--- src/rtl/cpu_defs_pkg.sv ---
// cpu_defs: opcodes, pipeline-control states and forwarding selects shared across the CPU
package cpu_defs;
  localparam logic [4:0] OP_NOP   = 5'b00000;
  localparam logic [4:0] OP_HALT  = 5'b00001;
  localparam logic [4:0] OP_LOAD  = 5'b00010;
  localparam logic [4:0] OP_STORE = 5'b00011;
  localparam logic [4:0] OP_BZ    = 5'b11000;
  localparam logic [4:0] OP_BN    = 5'b11001;
  localparam logic [4:0] OP_JUMP  = 5'b10000;
  typedef enum logic [1:0] {S_IDLE, S_RUN, S_DRAIN, S_HALTED} state_t;
  typedef enum logic [1:0] {FWD_GR = 2'b00, FWD_EXMEM = 2'b01, FWD_MEMWB = 2'b10} fwd_t;
endpackage

--- src/rtl/fwd_select.sv ---
// fwd_select: newest-producer priority match choosing the EX operand source for one register
module fwd_select
  import cpu_defs::*;
(
  input  logic [2:0] src,
  input  logic       ex_wr,
  input  logic [2:0] ex_rd,
  input  logic       ex_load,
  input  logic       mem_wr,
  input  logic [2:0] mem_rd,
  output fwd_t       sel
);
  assign sel = (ex_wr && ex_rd == src && !ex_load) ? FWD_EXMEM :
               (mem_wr && mem_rd == src)           ? FWD_MEMWB : FWD_GR;
endmodule

--- src/rtl/pipe_hazard_ctrl.sv ---
// pipe_hazard_ctrl: stage enables/flushes, load-use stall, branch flush, forwarding and halt drain
module pipe_hazard_ctrl
  import cpu_defs::*;
(
  input  logic        clock,
  input  logic        reset,
  input  logic        start,
  input  logic [4:0]  id_opcode,
  input  logic [2:0]  id_ra,
  input  logic [2:0]  id_rb,
  input  logic        id_ra_used,
  input  logic        id_rb_used,
  input  logic [4:0]  ex_opcode,
  input  logic [2:0]  ex_rd,
  input  logic [2:0]  mem_rd,
  input  logic [2:0]  wb_rd,
  input  logic        ex_wr,
  input  logic        mem_wr,
  input  logic        wb_wr,
  input  logic        ex_branch_taken,
  output logic        if_en,
  output logic        id_en,
  output logic        id_flush,
  output logic        ex_flush,
  output logic [1:0]  fwd_a,
  output logic [1:0]  fwd_b,
  output logic        halted,
  output logic [15:0] bubble_count
);
  state_t state, state_n;
  fwd_t sel_a, sel_b;
  logic [1:0] drain_cnt, cnt_n, inc;
  logic [16:0] bc_sum;
  logic ex_load, load_use, br;
  assign ex_load = ex_opcode == OP_LOAD;
  assign load_use = ex_load && ex_wr &&
                    ((id_ra_used && id_ra == ex_rd) || (id_rb_used && id_rb == ex_rd));
  // an older branch resolving in DRAIN overrides the pending HALT
  assign br = ex_branch_taken && (state == S_RUN || state == S_DRAIN);
  assign bc_sum = {1'b0, bubble_count} + {15'd0, inc};
  fwd_select u_fwd_a (.src(id_ra), .ex_wr(ex_wr), .ex_rd(ex_rd), .ex_load(ex_load),
                      .mem_wr(mem_wr), .mem_rd(mem_rd), .sel(sel_a));
  fwd_select u_fwd_b (.src(id_rb), .ex_wr(ex_wr), .ex_rd(ex_rd), .ex_load(ex_load),
                      .mem_wr(mem_wr), .mem_rd(mem_rd), .sel(sel_b));
  always_comb begin
    state_n  = state;
    cnt_n    = drain_cnt;
    if_en    = 1'b0;
    id_en    = 1'b0;
    id_flush = 1'b0;
    ex_flush = 1'b0;
    inc      = 2'd0;
    if (br) begin
      state_n  = S_RUN;
      if_en    = 1'b1;
      id_en    = 1'b1;
      id_flush = 1'b1;
      ex_flush = 1'b1;
      inc      = 2'd2;
    end else begin
      case (state)
        S_IDLE: begin
          id_flush = 1'b1;
          ex_flush = 1'b1;
          state_n  = start ? S_RUN : S_IDLE;
        end
        S_RUN: begin
          if (load_use) begin
            ex_flush = 1'b1;
            inc      = 2'd1;
          end else if (id_opcode == OP_HALT) begin
            id_en   = 1'b1;
            state_n = S_DRAIN;
            cnt_n   = 2'd3;
          end else begin
            if_en = 1'b1;
            id_en = 1'b1;
          end
        end
        S_DRAIN: begin
          id_en    = 1'b1;
          id_flush = 1'b1;
          cnt_n    = drain_cnt == 2'd0 ? 2'd0 : drain_cnt - 2'd1;
          state_n  = drain_cnt <= 2'd1 ? S_HALTED : S_DRAIN;
        end
        default: state_n = start ? S_RUN : S_HALTED;
      endcase
    end
  end
  always_ff @(posedge clock or negedge reset) begin
    if (!reset) begin
      state        <= S_IDLE;
      drain_cnt    <= 2'd0;
      fwd_a        <= FWD_GR;
      fwd_b        <= FWD_GR;
      halted       <= 1'b0;
      bubble_count <= 16'd0;
    end else begin
      state        <= state_n;
      drain_cnt    <= cnt_n;
      fwd_a        <= (id_en && !ex_flush) ? sel_a : FWD_GR;
      fwd_b        <= (id_en && !ex_flush) ? sel_b : FWD_GR;
      halted       <= state_n == S_HALTED;
      bubble_count <= bc_sum[16] ? 16'hFFFF : bc_sum[15:0];
    end
  end
  // write-before-read register file: a WB-only producer must be read from gr
  always_comb begin
    if (reset && wb_wr && wb_rd == id_ra && !(ex_wr && ex_rd == id_ra) && !(mem_wr && mem_rd == id_ra))
      assert (sel_a == FWD_GR);
  end
endmodule

--- config.mk ---
export PLATFORM = sky130hd
export DESIGN_NAME = pipe_hazard_ctrl
export DESIGN_NICKNAME = d
export VERILOG_FILES = /design/src/rtl/cpu_defs_pkg.sv /design/src/rtl/fwd_select.sv /design/src/rtl/pipe_hazard_ctrl.sv
export SDC_FILE = /design/constraint.sdc
export NUM_CORES = 1
export LEC_CHECK = 0
export CAP_MARGIN = 40
export CORE_ASPECT_RATIO = 1.25
export CORE_UTILIZATION = 48
export CTS_CLUSTER_SIZE = 25
export DETAILED_ROUTE_END_ITERATION = 8
export PLACE_DENSITY = 0.86
export SLEW_MARGIN = 10
export SYNTH_ARGS = -nofsm -noshare
export SYNTH_HDL_FRONTEND = slang
export SYNTH_HIERARCHICAL = 1
export SYNTH_SLANG_ARGS = --single-unit
--- constraint.sdc ---
create_clock -name clock -period 4.05 [get_ports clock]
set_input_delay 0.405 -clock clock [delete_from_list [all_inputs] [get_ports clock]]
set_output_delay 0.405 -clock clock [all_outputs]
set_load 0.1 [all_outputs]
Word-level counts from Yosys, hierarchy flattened
Cells that the tools add are included.
Storage, ports and cells
  register bits: 25
  output and inout bits: 25
  bits of input ports: 34
  logic and storage cells: 77
Cells by class
  bitwise logic cells: 1
  multiplexer cells: 33
  equal/unequal tests: 13
  reduce and logical (&&, ||, !) cells: 21
  $lt $le $gt $ge: 1
  add/subtract/negate cells: 2
Operator list (count)
  2-bit two-way mux: 14
  3-bit equality test: 6
  16-bit by 2-bit adder with 17-bit output: 1
  16-bit two-way mux: 1
  1-bit two-way mux: 14
  1-bit logical AND: 12
  2-bit one-hot mux with 3 select lines: 1
  5-bit by 1-bit equality test with 1-bit output, second input constant: 1
  5-bit by 2-bit equality test with 1-bit output, second input constant: 1
  2-bit equality test, second input constant: 2
  2-bit logical NOT: 2
  1-bit one-hot mux with 2 select lines: 2
  2-bit one-hot mux with 2 select lines: 1
  4-bit AND reduction: 1
  2-bit by 1-bit equality test with 1-bit output, second input constant: 1
  2-bit by 1-bit less-or-equal comparator with 1-bit output, second input constant: 1
  1-bit logical NOT: 2
  1-bit logical OR: 2
  2-bit by 1-bit inequality test with 1-bit output, second input constant: 1
  2-bit inequality test, second input constant: 1
  2-bit nonzero test: 1
  2-bit OR reduction: 1
  2-bit by 1-bit subtractor with 2-bit output, second input constant: 1
  1-bit inverter: 1

Depth between registers and ports, before layout
Gate-level depths: netlist of run 1.
  depth in word-level cells: 10
  mapped depth: 12
  mapped depth without buffers: 12

Modules after synthesis
The synthesis of run 1 kept the hierarchy.
By module, submodules not included
  pipe_hazard_ctrl: area an instance 1433.9 sq um, instances 1, seq. area each 625.6 sq um, cells an instance 143
  fwd_select: area an instance 81.3 sq um, instances 2, seq. area each 0.0 sq um, cells an instance 10

Least setup slack after synthesis of run 1
Ideal clock, no wire load.
  kind: register -> output
  from: register state[1]
  to: output port if_en
  setup slack: 521 ps
  required time: 3645 ps
  buffers on the path: 1
  stages on the path, launching flop included: 6
  arrival time: 3124 ps
  path through: dfrtp_1 -> inv_1 -> ha_1 -> clkbuf_2 -> inv_1 -> o31ai_1
Between the ends
  word-level cells in the longest chain between the ends: 4
  elaborated cells on any way between the ends: 6
  classes of those cells: 2 x eq/ne; 2 x mux; 2 x reduce/logical
RTL lines
  from (decl): line pipe_hazard_ctrl.sv:30  | state_t state, state_n;
  from (signal assigned): line pipe_hazard_ctrl.sv:99  | state <= state_n;
  2-bit by 1-bit equality test with 1-bit output or 2-bit equality test (tied branches): line pipe_hazard_ctrl.sv:39, pipe_hazard_ctrl.sv:61
  1-bit logical OR: line pipe_hazard_ctrl.sv:39  | assign br = ex_branch_taken && (state == S_RUN || state == S_DRAIN);
  1-bit logical AND: line pipe_hazard_ctrl.sv:39
  1-bit two-way mux (*): line pipe_hazard_ctrl.sv:53  | if (br) begin
  to (decl): line pipe_hazard_ctrl.sv:21  | output logic if_en,
Every way passes the cells marked *; elsewhere a longest branch is shown, timed or not.

Final worst setup path of run 1
  from: input port ex_opcode[1]
  to: register bubble_count[7]
Between the ends
  word-level cells in the longest chain between the ends: 8
RTL lines
  from (decl): line pipe_hazard_ctrl.sv:13  | input logic [4:0] ex_opcode,
  5-bit by 2-bit equality test with 1-bit output: line pipe_hazard_ctrl.sv:35  | assign ex_load = ex_opcode == OP_LOAD;
  1-bit logical AND (2 in a row): line pipe_hazard_ctrl.sv:36  | assign load_use = ex_load && ex_wr &&
  1-bit two-way mux: line pipe_hazard_ctrl.sv:68  | if (load_use) begin
  1-bit two-way mux: line pipe_hazard_ctrl.sv:61  | case (state)
  2-bit two-way mux: line pipe_hazard_ctrl.sv:53
  16-bit by 2-bit adder with 17-bit output: line pipe_hazard_ctrl.sv:40  | assign bc_sum = {1'b0, bubble_count} + {15'd0, inc};
  16-bit two-way mux: line pipe_hazard_ctrl.sv:104  | bubble_count <= bc_sum[16] ? 16'hFFFF : bc_sum[15:0];
  to (signal assigned): line pipe_hazard_ctrl.sv:104
  to (decl): line pipe_hazard_ctrl.sv:28  | output logic [15:0] bubble_count
Every way passes these cells.
A chain may end at the register's enable or synchronous reset.

==> impl_metrics.sql, run 1 <==
INSERT INTO impl_metrics (metric_group, metric, value, unit) VALUES
('worst_setup_path', 'path_type_of_the_worst_setup_path', 'in2reg', ''),
('synth', 'synth.avg_cell_area', '9.79', 'um2'),
('die', 'die-area', '3560', 'um2'),
('worst_setup_path', 'worstPathMaxFanout', '9', ''),
('die', 'row_count', '23', ''),
('cells_and_area', 'antennaDiodeCount', '0', ''),
('pwr', 'switching_share', '0.528', ''),
('die', 'initial_utilization', '0.500', ''),
('sta', 'rsz0062_at_grt', 'false', ''),
('cts', 'post-cts-setup-buffer-count', '0', ''),
('sta', 'setup_total_negative_slack', '0', 'ps'),
('cts', 'cts_tree', 'done', ''),
('worst_setup_path', 'critical_path.startpoint_type', 'primary input', ''),
('cells_and_area', 'nNetsFinal', '286', ''),
('sta', 'number_of_max_slew_violations_in_the_final_report', '0', ''),
('detailed_routing', 'wire_per_inst', '13.3', 'um'),
('detailed_routing', 'vias_per_cell', '5.27', ''),
('synth', 'syn-num-nets', '204', ''),
('cts', 'post_cts.resized_instances', '0', ''),
('global_route', 'grt_use_total', '0.239', ''),
('worst_setup_path', 'arrival', '3400', 'ps'),
('global_route', 'grt_start_max_net_pins', '17', ''),
('sta', 'setup_viol', '0', ''),
('cts', 'cts_hold_repair.buffers', '0', ''),
('synth', 'synth_flop_cell', 'sky130_fd_sc_hd__dfrtp_1', ''),
('synth', 'synth_simple_gate_area_share', '0.241', ''),
('global_route', 'number_of_global_route_vias_before_repair', '1545', ''),
('synth', 'ys_async_sr_fraction', '1.00', ''),
('place', 'place.port_buffers', '54', ''),
('synth', 'synth_cell_types', '38', ''),
('synth', 'synth.ff_latch_count', '25', ''),
('pwr', 'worst_ir_drop_vdd', '0.679', 'mV'),
('cells_and_area', 'syn2layout_area_growth', '60.4', '%'),
('detailed_routing', 'detail-route-antenna-nets', '0', ''),
('cts', 'h-tree-depth', '1', ''),
('synth', 'main_combinational_cell_family_by_area_after_synthesis', 'simple AND/OR/NAND/NOR gates', ''),
('detailed_routing', 'detailedRoute.firstPassIterationCount', '4', ''),
('synth', 'synth.yosys.seq_area_share', '0.392', ''),
('sta', 'finalClockSkew', '3.95', 'ps'),
('detailed_routing', 'starting_drc_count_in_detailed_routing', '13', ''),
('run_status', 'result_of_the_run', 'complete, no violations', ''),
('global_route', 'grt_remaining_overflow', '0', ''),
('cts', 'clk_latency_worst_skew_pair', '260', 'ps'),
('min_path', 'hp-class', 'in2async', ''),
('cts', 'max-clock-path-buffers', '2', ''),
('die', 'placeableCoreArea', '3190', 'um2'),
('sta', 'fmaxAchievable', '0.310', 'GHz'),
('cts', 'clock_pin_slew_of_the_registers_on_the_worst_case_setup_and_hold_paths', '80', 'ps'),
('synth', 'synthXorXnorAreaFrac', '0.154', ''),
('pwr', 'power_density', '577', 'nW/um2'),
('pwr', 'power_internal', '697', 'uW'),
('worst_setup_path', 'timing.critical_path.to_type', 'register', ''),
('cts', 'clock-sinks', '25', ''),
('sta', 'final_critical_path_setup_slack', '827', 'ps'),
('synth', 'synth_cells', '163', ''),
('global_route', 'first_pass_grt_wire_length', '6330', 'um'),
('place', 'detailed_place.area', '2520', 'um2'),
('sta', 'timing.slew.headroom', '0.608', ''),
('place', 'place.gp.congestion', '0.788', ''),
('place', 'pre_cts_slack', '533', 'ps'),
('sta', 'tightest_slew', '583', 'ps'),
('synth', 'synth_compound_gate_area_share', '0.0956', ''),
('cells_and_area', 'post_route_cells_drive_above_1_share', '0.180', ''),
('detailed_routing', 'vias', '1481', ''),
('flow_run', 'maxCapViolations', '0', ''),
('cells_and_area', 'total_non_filler_cell_area_in_the_finished_layout', '2560', 'um2'),
('pwr', 'pwr-share-comb', '0.661', ''),
('sta', 'hold_viol_final', '0', ''),
('synth', 'most_area_hungry_cell_type_in_the_yosys_netlist', 'sky130_fd_sc_hd__dfrtp_1', ''),
('place', 'hpwl', '3120', 'um'),
('synth', 'mux_share_of_post_synthesis_cell_area', '0.0306', '');
[worst max-delay path, stage by stage]
cell                              delay, ps
sky130_fd_sc_hd__clkdlybuf4s50_1        510
sky130_fd_sc_hd__nand2b_4                60
sky130_fd_sc_hd__or4_4                  520
sky130_fd_sc_hd__a21oi_4                200
sky130_fd_sc_hd__nand2_1                100
sky130_fd_sc_hd__nor2_1                 110
sky130_fd_sc_hd__ha_1                   190
sky130_fd_sc_hd__inv_1                   70
sky130_fd_sc_hd__fa_1                   430
sky130_fd_sc_hd__nor3_1                 210
sky130_fd_sc_hd__buf_4                  170
sky130_fd_sc_hd__nand4_1                120
sky130_fd_sc_hd__buf_4                  200
sky130_fd_sc_hd__o21ai_0                 90
[power groups by stage]
stage | Clock [mW] | Sequential [mW] | Combinational (mW)
after global placement | 0 | 0.359 | 0.829
after floorplan | 0 | 0.634 | 0.365
after global routing | 0.156 | 0.367 | 1.03
final | 0.144 | 0.357 | 0.976
after detailed placement | 0 | 0.363 | 0.979
after CTS | 0.145 | 0.358 | 0.983
[layer usage]
metal | up-vias | wire, um | track usage
li1 | 726 | - | -
met1 | 689 | 1350 | 0.228
met2 | 56 | 2160 | 0.478
met3 | 10 | 152 | 0.0365
met4 | 0 | 82 | 0.0987
met5 | - | 0 | 0
[cells by family after synthesis]
kind of cell / after synthesis
and+or+nand+nor: 69
xor gates and xnor gates: 28
DFF: 25
AOI/OAI and AO/OA: 19
buffers and inverters: 11
adders and majority gates: 7
muxes: 4
[metrics by stage]
step                instances  hold slack [ps]  total power, mW
floorplan                 163              109            0.998
global placement          255              524             1.19
detailed placement        277              534             1.34
CTS                       281              482             1.49
global route              281              502             1.55
finish                    281              470             1.48
[layout by cell type (no fill, tap or decap), types with 2 or more instances in the layout]
cell,instances
sky130_fd_sc_hd__nand2b_1,7
sky130_fd_sc_hd__and2_1,4
sky130_fd_sc_hd__ha_1,6
sky130_fd_sc_hd__buf_8,22
sky130_fd_sc_hd__inv_1,9
sky130_fd_sc_hd__nor2b_1,2
sky130_fd_sc_hd__nor4_2,2
sky130_fd_sc_hd__a21oi_1,3
sky130_fd_sc_hd__nand3_1,6
sky130_fd_sc_hd__nand2_1,23
sky130_fd_sc_hd__mux2_2,3
sky130_fd_sc_hd__xnor2_1,16
sky130_fd_sc_hd__a211oi_1,2
sky130_fd_sc_hd__nor2_1,8
sky130_fd_sc_hd__xor2_1,12
sky130_fd_sc_hd__buf_4,7
sky130_fd_sc_hd__o21ai_0,4
sky130_fd_sc_hd__clkdlybuf4s50_1,50
sky130_fd_sc_hd__nor3_1,3
sky130_fd_sc_hd__nand4_1,8
sky130_fd_sc_hd__clkbuf_8,3
sky130_fd_sc_hd__dfrtp_1,25
[sequential cells by signal, indices dropped and copies added (netlist names)]
register,count
bubble_count,16
drain_cnt,2
fwd_a,2
fwd_b,2
state,2
halted,1
[layout make-up]
cell class	count	area (um2)
multi-input combinational	127	927
timing repair buffer	79	883
inverter	9	33.8
sequential	25	626
tap	37	46.3
fill	197	633
clock buffer	4	45.0
[synth_stat cells (2+ instances only)]
| cell type | n |
|---|---|
| sky130_fd_sc_hd__dfrtp_1 | 25 |
| sky130_fd_sc_hd__nand2_1 | 23 |
| sky130_fd_sc_hd__xnor2_1 | 16 |
| sky130_fd_sc_hd__xor2_1 | 12 |
| sky130_fd_sc_hd__inv_1 | 9 |
| sky130_fd_sc_hd__nand4_1 | 8 |
| sky130_fd_sc_hd__nor2_1 | 8 |
| sky130_fd_sc_hd__nand2b_1 | 7 |
| sky130_fd_sc_hd__ha_1 | 6 |
| sky130_fd_sc_hd__nand3_1 | 6 |
| sky130_fd_sc_hd__and2_1 | 4 |
| sky130_fd_sc_hd__o21ai_0 | 4 |
| sky130_fd_sc_hd__a21oi_1 | 3 |
| sky130_fd_sc_hd__mux2_2 | 3 |
| sky130_fd_sc_hd__nor3_1 | 3 |
| sky130_fd_sc_hd__a211oi_1 | 2 |
| sky130_fd_sc_hd__nor2b_1 | 2 |
| sky130_fd_sc_hd__nor4_2 | 2 |
[final timing paths]
path	start	to	slack, ps	depth (start not counted)
setup / recovery	ex_opcode[1]	bubble_count[7]	830	14
hold / removal	reset	bubble_count[4]	470	1
setup reg to reg	state[0]	bubble_count[7]	1180	13
hold reg to reg	bubble_count[11]	bubble_count[11]	550	2
max in group asynchronous	reset	bubble_count[10]	3090	2
min in group clock	bubble_count[11]	bubble_count[11]	550	2
(Power assumes the default switching activity.)
==> run 2: changes to the inputs <==
--- a/config.mk
+++ b/config.mk
@@ -7,10 +7,10 @@
 export LEC_CHECK = 0
 export CAP_MARGIN = 40
 export CORE_ASPECT_RATIO = 1.25
-export CORE_UTILIZATION = 48
+export CORE_UTILIZATION = 44
 export CTS_CLUSTER_SIZE = 25
 export DETAILED_ROUTE_END_ITERATION = 8
-export PLACE_DENSITY = 0.86
+export PLACE_DENSITY = 0.79
 export SLEW_MARGIN = 10
 export SYNTH_ARGS = -nofsm -noshare
 export SYNTH_HDL_FRONTEND = slang
==> constraint.sdc (replaced) <==
create_clock -name clock -period 3.4 [get_ports clock]
set_input_delay 0.34 -clock clock [delete_from_list [all_inputs] [get_ports clock]]
set_output_delay 0.34 -clock clock [all_outputs]
set_load 0.1 [all_outputs]
==> impl_metrics.sql, run 2 (same netlist as run 1, synthesis figures left out) <==
INSERT INTO impl_metrics (metric_group, metric, value, unit) VALUES
('cells_and_area', 'nNetsFinal', '287', ''),
('sta', 'timing.slew.headroom', '0.637', ''),
('die', 'pin_count', '59', ''),
('cells_and_area', 'regMostFlops', 'bubble_count', ''),
('global_route', 'grt_antenna_before_repair', '0', ''),
('cts', 'max-clock-path-buffers', '2', ''),
('worst_setup_path', 'cp_cell_sequence', 'clkdlybuf4s50_1, nand2b_4, or4_4, a21oi_4, nand2_1, nor2_1, ha_1, inv_1, fa_1, nor3_1, buf_4, nand4_1, mux2_2', ''),
('die', 'row_count', '24', ''),
('cts', 'post_cts.resized_instances', '0', ''),
('cells_and_area', 'area.sequential', '626', 'um2'),
('worst_setup_path', 'critPathBufInv', '3', ''),
('worst_setup_path', 'arrival', '3160', 'ps'),
('place', 'detailed_place.area', '2530', 'um2'),
('cts', 'cts_tree', 'done', ''),
('detailed_routing', 'detail-route-antenna-nets', '0', ''),
('cts', 'cts_root_buf', 'sky130_fd_sc_hd__clkbuf_8', ''),
('run_status', 'result_of_the_run', 'complete, no violations', ''),
('worst_setup_path', 'slowest_delay', '520', 'ps'),
('worst_setup_path', 'timing.critical_path.to_type', 'register', ''),
('sta', 'tightest_slew', '530', 'ps'),
('place', 'hpwl', '2980', 'um'),
('worst_setup_path', 'cpLargestDelayFamily', 'simple AND/OR/NAND/NOR gates', ''),
('pwr', 'power_density', '680', 'nW/um2'),
('detailed_routing', 'met1_length', '1390', 'um'),
('cts', 'cts_hold_repair.buffers', '0', ''),
('worst_setup_path', 'critical_path.startpoint_type', 'primary input', ''),
('detailed_routing', 'starting_drc_count_in_detailed_routing', '22', ''),
('die', 'die-area', '3870', 'um2'),
('worst_setup_path', 'worst_ep_required_time', '3550', 'ps'),
('detailed_routing', 'vias', '1465', ''),
('cells_and_area', 'antennaDiodeCount', '0', ''),
('cells_and_area', 'post_route_cells_drive_above_1_share', '0.188', ''),
('cts', 'clock_pin_slew_of_the_registers_on_the_worst_case_setup_and_hold_paths', '80', 'ps'),
('pwr', 'worst_ir_drop_vdd', '0.885', 'mV'),
('die', 'placeableCoreArea', '3480', 'um2'),
('sta', 'hold_ws', '403', 'ps'),
('cells_and_area', 'final_cell_mix', 'sky130_fd_sc_hd__clkdlybuf4s50_1, sky130_fd_sc_hd__dfrtp_1, sky130_fd_sc_hd__nand2_1, sky130_fd_sc_hd__buf_8, sky130_fd_sc_hd__xnor2_1', ''),
('cts', 'h-tree-depth', '1', ''),
('detailed_routing', 'vias_per_cell', '5.16', ''),
('cts', 'post-cts-setup-buffer-count', '0', ''),
('sta', 'setup_total_negative_slack', '0', 'ps'),
('sta', 'fmaxAchievable', '0.333', 'GHz'),
('cells_and_area', 'multi_input_gate_area', '932', 'um2'),
('cells_and_area', 'layout.filler_cells', '253', ''),
('global_route', 'number_of_global_route_vias_before_repair', '1493', ''),
('detailed_routing', 'detailedRoute.firstPassIterationCount', '4', ''),
('cells_and_area', 'final_common_cell', 'sky130_fd_sc_hd__clkdlybuf4s50_1', ''),
('global_route', 'first_pass_grt_wire_length', '6180', 'um'),
('place', 'place.port_buffers', '54', ''),
('cts', 'num_cts_buffers', '3', ''),
('sta', 'setup_viol', '0', ''),
('flow_run', 'maxCapViolations', '0', ''),
('detailed_routing', 'met3_length', '130', 'um'),
('cells_and_area', 'fin_util', '0.740', ''),
('detailed_routing', 'dr_wl_met2', '1870', 'um'),
('global_route', 'grt_start_max_net_pins', '17', ''),
('die', 'initial_utilization', '0.458', ''),
('cells_and_area', 'syn2layout_area_growth', '61.4', '%'),
('cts', 'clock-sinks', '25', ''),
('pwr', 'power.static_leakage', '1.12', 'nW'),
('global_route', 'grt_remaining_overflow', '0', ''),
('worst_setup_path', 'rrSetupSlack', '590', 'ps'),
('global_route', 'grt_use_total', '0.196', ''),
('min_path', 'hp-class', 'in2async', ''),
('worst_setup_path', 'timing.critical_path.slowest_stage_cell', 'sky130_fd_sc_hd__or4_4', ''),
('sta', 'finalClockSkew', '2.54', 'ps'),
('cells_and_area', 'largest_register_ffs', '16', ''),
('detailed_routing', 'top_signal_layer_used', 'met4', ''),
('place', 'place.gp.congestion', '0.765', ''),
('cts', 'clk_latency_worst_skew_pair', '260', 'ps'),
('detailed_routing', 'wire_per_inst', '12.2', 'um'),
('die', 'x_dimension_of_the_die', '55.9', 'um'),
('detailed_routing', 'post-route-drc-count', '0', ''),
('sta', 'number_of_max_slew_violations_in_the_final_report', '0', ''),
('worst_setup_path', 'worstPathMaxFanout', '5', ''),
('worst_setup_path', 'path_type_of_the_worst_setup_path', 'in2reg', ''),
('sta', 'rsz0062_at_grt', 'false', ''),
('die', 'chipHeight', '69.3', 'um'),
('sta', 'min_period_over_period', '0.883', ''),
('cells_and_area', 'total_non_filler_cell_area_in_the_finished_layout', '2580', 'um2'),
('detailed_routing', 'routed_wl', '3470', 'um'),
('sta', 'hold_viol_final', '0', ''),
('sta', 'final_period_minus_worst_setup_slack', '3000', 'ps');
run 2: path summary, 6_finish.rpt:
kind	from	to	cells past startpoint
worst max-delay path	ex_opcode[1]	bubble_count[14]	13
worst min-delay path	reset	bubble_count[4]	1
worst max register to register	state[0]	bubble_count[14]	12
worst min register to register	drain_cnt[1]	drain_cnt[1]	2
max in group asynchronous	reset	bubble_count[13]	2
min in group clock	drain_cnt[1]	drain_cnt[1]	2
run 2: stage by stage:
stage                     total power [mW]  instances  setup WS (ps)
final                                 1.75        284            397
after global routing                  1.84        284            251
after floorplan                       1.19        163            447
after global placement                1.42        258           83.5
after detailed placement              1.59        280            100
after CTS                             1.77        284            390
run 2: per-layer routing:
layer	track usage	up-vias
met5	0	-
met4	0.0705	0
met3	0.0317	10
met2	0.369	51
met1	0.218	680
li1	-	724
run 2: area by class of cell:
| cell class | instances | area share |
|---|---|---|
| Clock buffer | 4 | 0.0175 |
| Sequential cell | 25 | 0.243 |
| Multi-Input combinational cell | 127 | 0.362 |
| Inverter | 9 | 0.0131 |
| Timing Repair Buffer | 80 | 0.346 |
| Tap cell | 39 | 0.0189 |
run 2: report_power, final:
group / switching, mW / internal, mW / total (mW) / leakage [nW]
combinational: 0.773 / 0.386 / 1.16 / 0.772
sequential: 0.0597 / 0.362 / 0.422 / 0.327
clock: 0.0874 / 0.0836 / 0.171 / 0.0228
==> run 3: changes to the inputs <==
--- a/config.mk
+++ b/config.mk
@@ -7,10 +7,10 @@
 export LEC_CHECK = 0
 export CAP_MARGIN = 40
 export CORE_ASPECT_RATIO = 1.25
-export CORE_UTILIZATION = 44
+export CORE_UTILIZATION = 48
 export CTS_CLUSTER_SIZE = 25
 export DETAILED_ROUTE_END_ITERATION = 8
-export PLACE_DENSITY = 0.79
+export PLACE_DENSITY_LB_ADDON = 0.3
 export SLEW_MARGIN = 10
 export SYNTH_ARGS = -nofsm -noshare
 export SYNTH_HDL_FRONTEND = slang
==> constraint.sdc (replaced) <==
create_clock -name clock -period 3.65 [get_ports clock]
set_input_delay 0.365 -clock clock [delete_from_list [all_inputs] [get_ports clock]]
set_output_delay 0.365 -clock clock [all_outputs]
set_load 0.1 [all_outputs]
==> impl_metrics.sql, run 3 (same netlist as run 1, synthesis figures left out) <==
INSERT INTO impl_metrics (metric_group, metric, value, unit) VALUES
('sta', 'fmaxAchievable', '0.313', 'GHz'),
('min_path', 'hp-class', 'in2async', ''),
('worst_setup_path', 'timing.critical_path.to_type', 'register', ''),
('pwr', 'power', '1.66', 'mW'),
('cts', 'max-clock-path-buffers', '2', ''),
('sta', 'setup_total_negative_slack', '0', 'ps'),
('cts', 'cts_root_buf', 'sky130_fd_sc_hd__clkbuf_8', ''),
('flow_run', 'maxCapViolations', '0', ''),
('detailed_routing', 'post-route-drc-count', '0', ''),
('worst_setup_path', 'worstPathMaxFanout', '6', ''),
('cts', 'post-cts-setup-buffer-count', '0', ''),
('global_route', 'number_of_global_route_vias_before_repair', '1502', ''),
('cells_and_area', 'largest_register_ffs', '16', ''),
('worst_setup_path', 'rrSetupSlack', '770', 'ps'),
('place', 'place.gp.congestion', '0.855', ''),
('sta', 'tightest_slew', '646', 'ps'),
('cells_and_area', 'stdcell_count', '280', ''),
('pwr', 'pwr-share-comb', '0.658', ''),
('pwr', 'switching_share', '0.531', ''),
('worst_setup_path', 'arrival', '3350', 'ps'),
('global_route', 'grt_remaining_overflow', '0', ''),
('cells_and_area', 'layout.filler_cells', '195', ''),
('global_route', 'grt_use_total', '0.246', ''),
('cts', 'h-tree-depth', '1', ''),
('die', 'chipHeight', '66.5', 'um'),
('cts', 'num_cts_buffers', '3', ''),
('sta', 'timing.slew.headroom', '0.568', ''),
('detailed_routing', 'wire_per_inst', '14.2', 'um'),
('cts', 'cts_tree', 'done', ''),
('sta', 'rsz0062_at_grt', 'false', ''),
('cells_and_area', 'nNetsFinal', '285', ''),
('detailed_routing', 'detailedRoute.firstPassIterationCount', '4', ''),
('die', 'placeableCoreArea', '3190', 'um2'),
('pwr', 'power.net_switching', '881', 'uW'),
('worst_setup_path', 'worst_ep_required_time', '3810', 'ps'),
('cells_and_area', 'regMostFlops', 'bubble_count', ''),
('sta', 'final_period_minus_worst_setup_slack', '3200', 'ps'),
('pwr', 'power_density', '645', 'nW/um2'),
('cells_and_area', 'multi_input_gate_area', '927', 'um2'),
('worst_setup_path', 'critical_path.startpoint_type', 'primary input', ''),
('place', 'hpwl', '3370', 'um'),
('sta', 'hold_viol_final', '0', ''),
('cts', 'clock-sinks', '25', ''),
('global_route', 'grt_start_max_net_pins', '17', ''),
('sta', 'setup_viol', '0', ''),
('cts', 'clk_latency_worst_skew_pair', '270', 'ps'),
('worst_setup_path', 'depth_of_the_worst_register_to_register_path', '12', ''),
('die', 'row_count', '23', ''),
('place', 'dpl.cell_count', '276', ''),
('pwr', 'power_internal', '777', 'uW'),
('detailed_routing', 'detail-route-antenna-nets', '0', ''),
('cts', 'post_cts.resized_instances', '0', ''),
('cells_and_area', 'total_non_filler_cell_area_in_the_finished_layout', '2570', 'um2'),
('global_route', 'first_pass_grt_wire_length', '6380', 'um'),
('pwr', 'share_seq_of_total_power', '0.239', ''),
('detailed_routing', 'vias_per_cell', '5.33', ''),
('cells_and_area', 'area.sequential', '626', 'um2'),
('die', 'pin_count', '59', ''),
('die', 'initial_utilization', '0.500', ''),
('worst_setup_path', 'rr_endpoint', 'bubble_count[14]', ''),
('pwr', 'clock_power_share', '0.103', ''),
('cts', 'cts_hold_repair.buffers', '0', ''),
('worst_setup_path', 'path_type_of_the_worst_setup_path', 'in2reg', ''),
('cells_and_area', 'final_common_cell', 'sky130_fd_sc_hd__clkdlybuf4s50_1', ''),
('cts', 'clock_pin_slew_of_the_registers_on_the_worst_case_setup_and_hold_paths', '100', 'ps'),
('detailed_routing', 'routed_wl', '3970', 'um'),
('cells_and_area', 'syn2layout_area_growth', '61.1', '%'),
('sta', 'finalClockSkew', '9.76', 'ps'),
('detailed_routing', 'vias', '1492', ''),
('place', 'place.port_buffers', '54', ''),
('sta', 'min_period_over_period', '0.876', ''),
('die', 'die-area', '3560', 'um2'),
('global_route', 'grt_antenna_before_repair', '0', ''),
('cells_and_area', 'antennaDiodeCount', '0', ''),
('run_status', 'result_of_the_run', 'complete, no violations', ''),
('place', 'detailed_place.area', '2520', 'um2'),
('detailed_routing', 'starting_drc_count_in_detailed_routing', '46', ''),
('pwr', 'worst_ir_drop_vdd', '0.510', 'mV'),
('die', 'x_dimension_of_the_die', '53.6', 'um'),
('cells_and_area', 'post_route_cells_drive_above_1_share', '0.181', ''),
('cells_and_area', 'final_cell_mix', 'sky130_fd_sc_hd__clkdlybuf4s50_1, sky130_fd_sc_hd__dfrtp_1, sky130_fd_sc_hd__nand2_1, sky130_fd_sc_hd__buf_8, sky130_fd_sc_hd__xnor2_1', ''),
('pwr', 'power.static_leakage', '1.12', 'nW'),
('sta', 'number_of_max_slew_violations_in_the_final_report', '0', ''),
('worst_setup_path', 'crit-reg2reg-launch', 'state[1]', '');
run 3: cell types whose count changed in the layout (fill, tap and decap cells not counted):
cell / previous run / this run
sky130_fd_sc_hd__clkbuf_1: 1 / 0
sky130_fd_sc_hd__o31ai_2: 1 / 0
sky130_fd_sc_hd__o31ai_1: 0 / 1
sky130_fd_sc_hd__inv_6: 0 / 1
sky130_fd_sc_hd__buf_8: 22 / 21
sky130_fd_sc_hd__buf_4: 8 / 6
sky130_fd_sc_hd__buf_16: 0 / 1
run 3: power groups by stage:
stage          Clock [mW]  Combinational, mW  Sequential, mW
2_1_floorplan           0              0.404           0.703
3_3_place_gp            0              0.920           0.396
3_5_place_dp            0               1.09           0.402
4_1_cts             0.171               1.10           0.396
5_1_grt             0.184               1.14           0.405
6_report            0.170               1.09           0.397
run 3: worst max-delay path by stage:
stage | cells after the start | startpoint | slack [ps] | to
after global placement | 13 | ex_opcode[1] | 280 | bubble_count[14]
after floorplan | 5 | state[1] | 160 | if_en
after global routing | 13 | ex_opcode[1] | 320 | bubble_count[14]
final | 13 | ex_opcode[1] | 450 | bubble_count[14]
after detailed placement | 13 | ex_opcode[1] | 220 | bubble_count[14]
after CTS | 13 | ex_opcode[1] | 480 | bubble_count[14]
run 3: worst max-delay path: stages:
cell                              delay, ps
sky130_fd_sc_hd__clkdlybuf4s50_1        500
sky130_fd_sc_hd__nand2b_4                60
sky130_fd_sc_hd__or4_4                  520
sky130_fd_sc_hd__a21oi_4                190
sky130_fd_sc_hd__nand2_1                100
sky130_fd_sc_hd__nor2_1                 110
sky130_fd_sc_hd__ha_1                   200
sky130_fd_sc_hd__inv_1                   80
sky130_fd_sc_hd__fa_1                   430
sky130_fd_sc_hd__nor3_1                 230
sky130_fd_sc_hd__buf_4                  180
sky130_fd_sc_hd__nand4_1                100
sky130_fd_sc_hd__mux2_2                 280
run 3: through the flow:
| stage | setup slack [ps] | util | hold slack (ps) |
|---|---|---|---|
| 3_3_place_gp | 282 | 0.682 | 510 |
| 5_1_grt | 322 | 0.805 | 518 |
| 2_1_floorplan | 161 | - | 69.4 |
| 3_5_place_dp | 218 | 0.789 | 537 |
| 4_1_cts | 475 | 0.805 | 505 |
| 6_report | 452 | 0.805 | 483 |
run 3: metal layers:
metal	routed length [um]	part of all wire	vias to the layer above	track usage
met1	1390	0.35	707	0.234
met5	0	0	-	0
li1	-	-	721	-
met3	133	0.034	6	0.0205
met4	47	0.012	0	0.0691
met2	2400	0.60	58	0.520
run 3: layout make-up:
class / instances / share of cell area
Inverter: 9 / 0.0131
Sequential cell: 25 / 0.243
Timing Repair Buffer: 78 / 0.345
Tap cell: 37 / 0.0180
Clock buffer: 3 / 0.0161
Clock inverter: 1 / 0.00341
Multi-Input combinational cell: 127 / 0.361
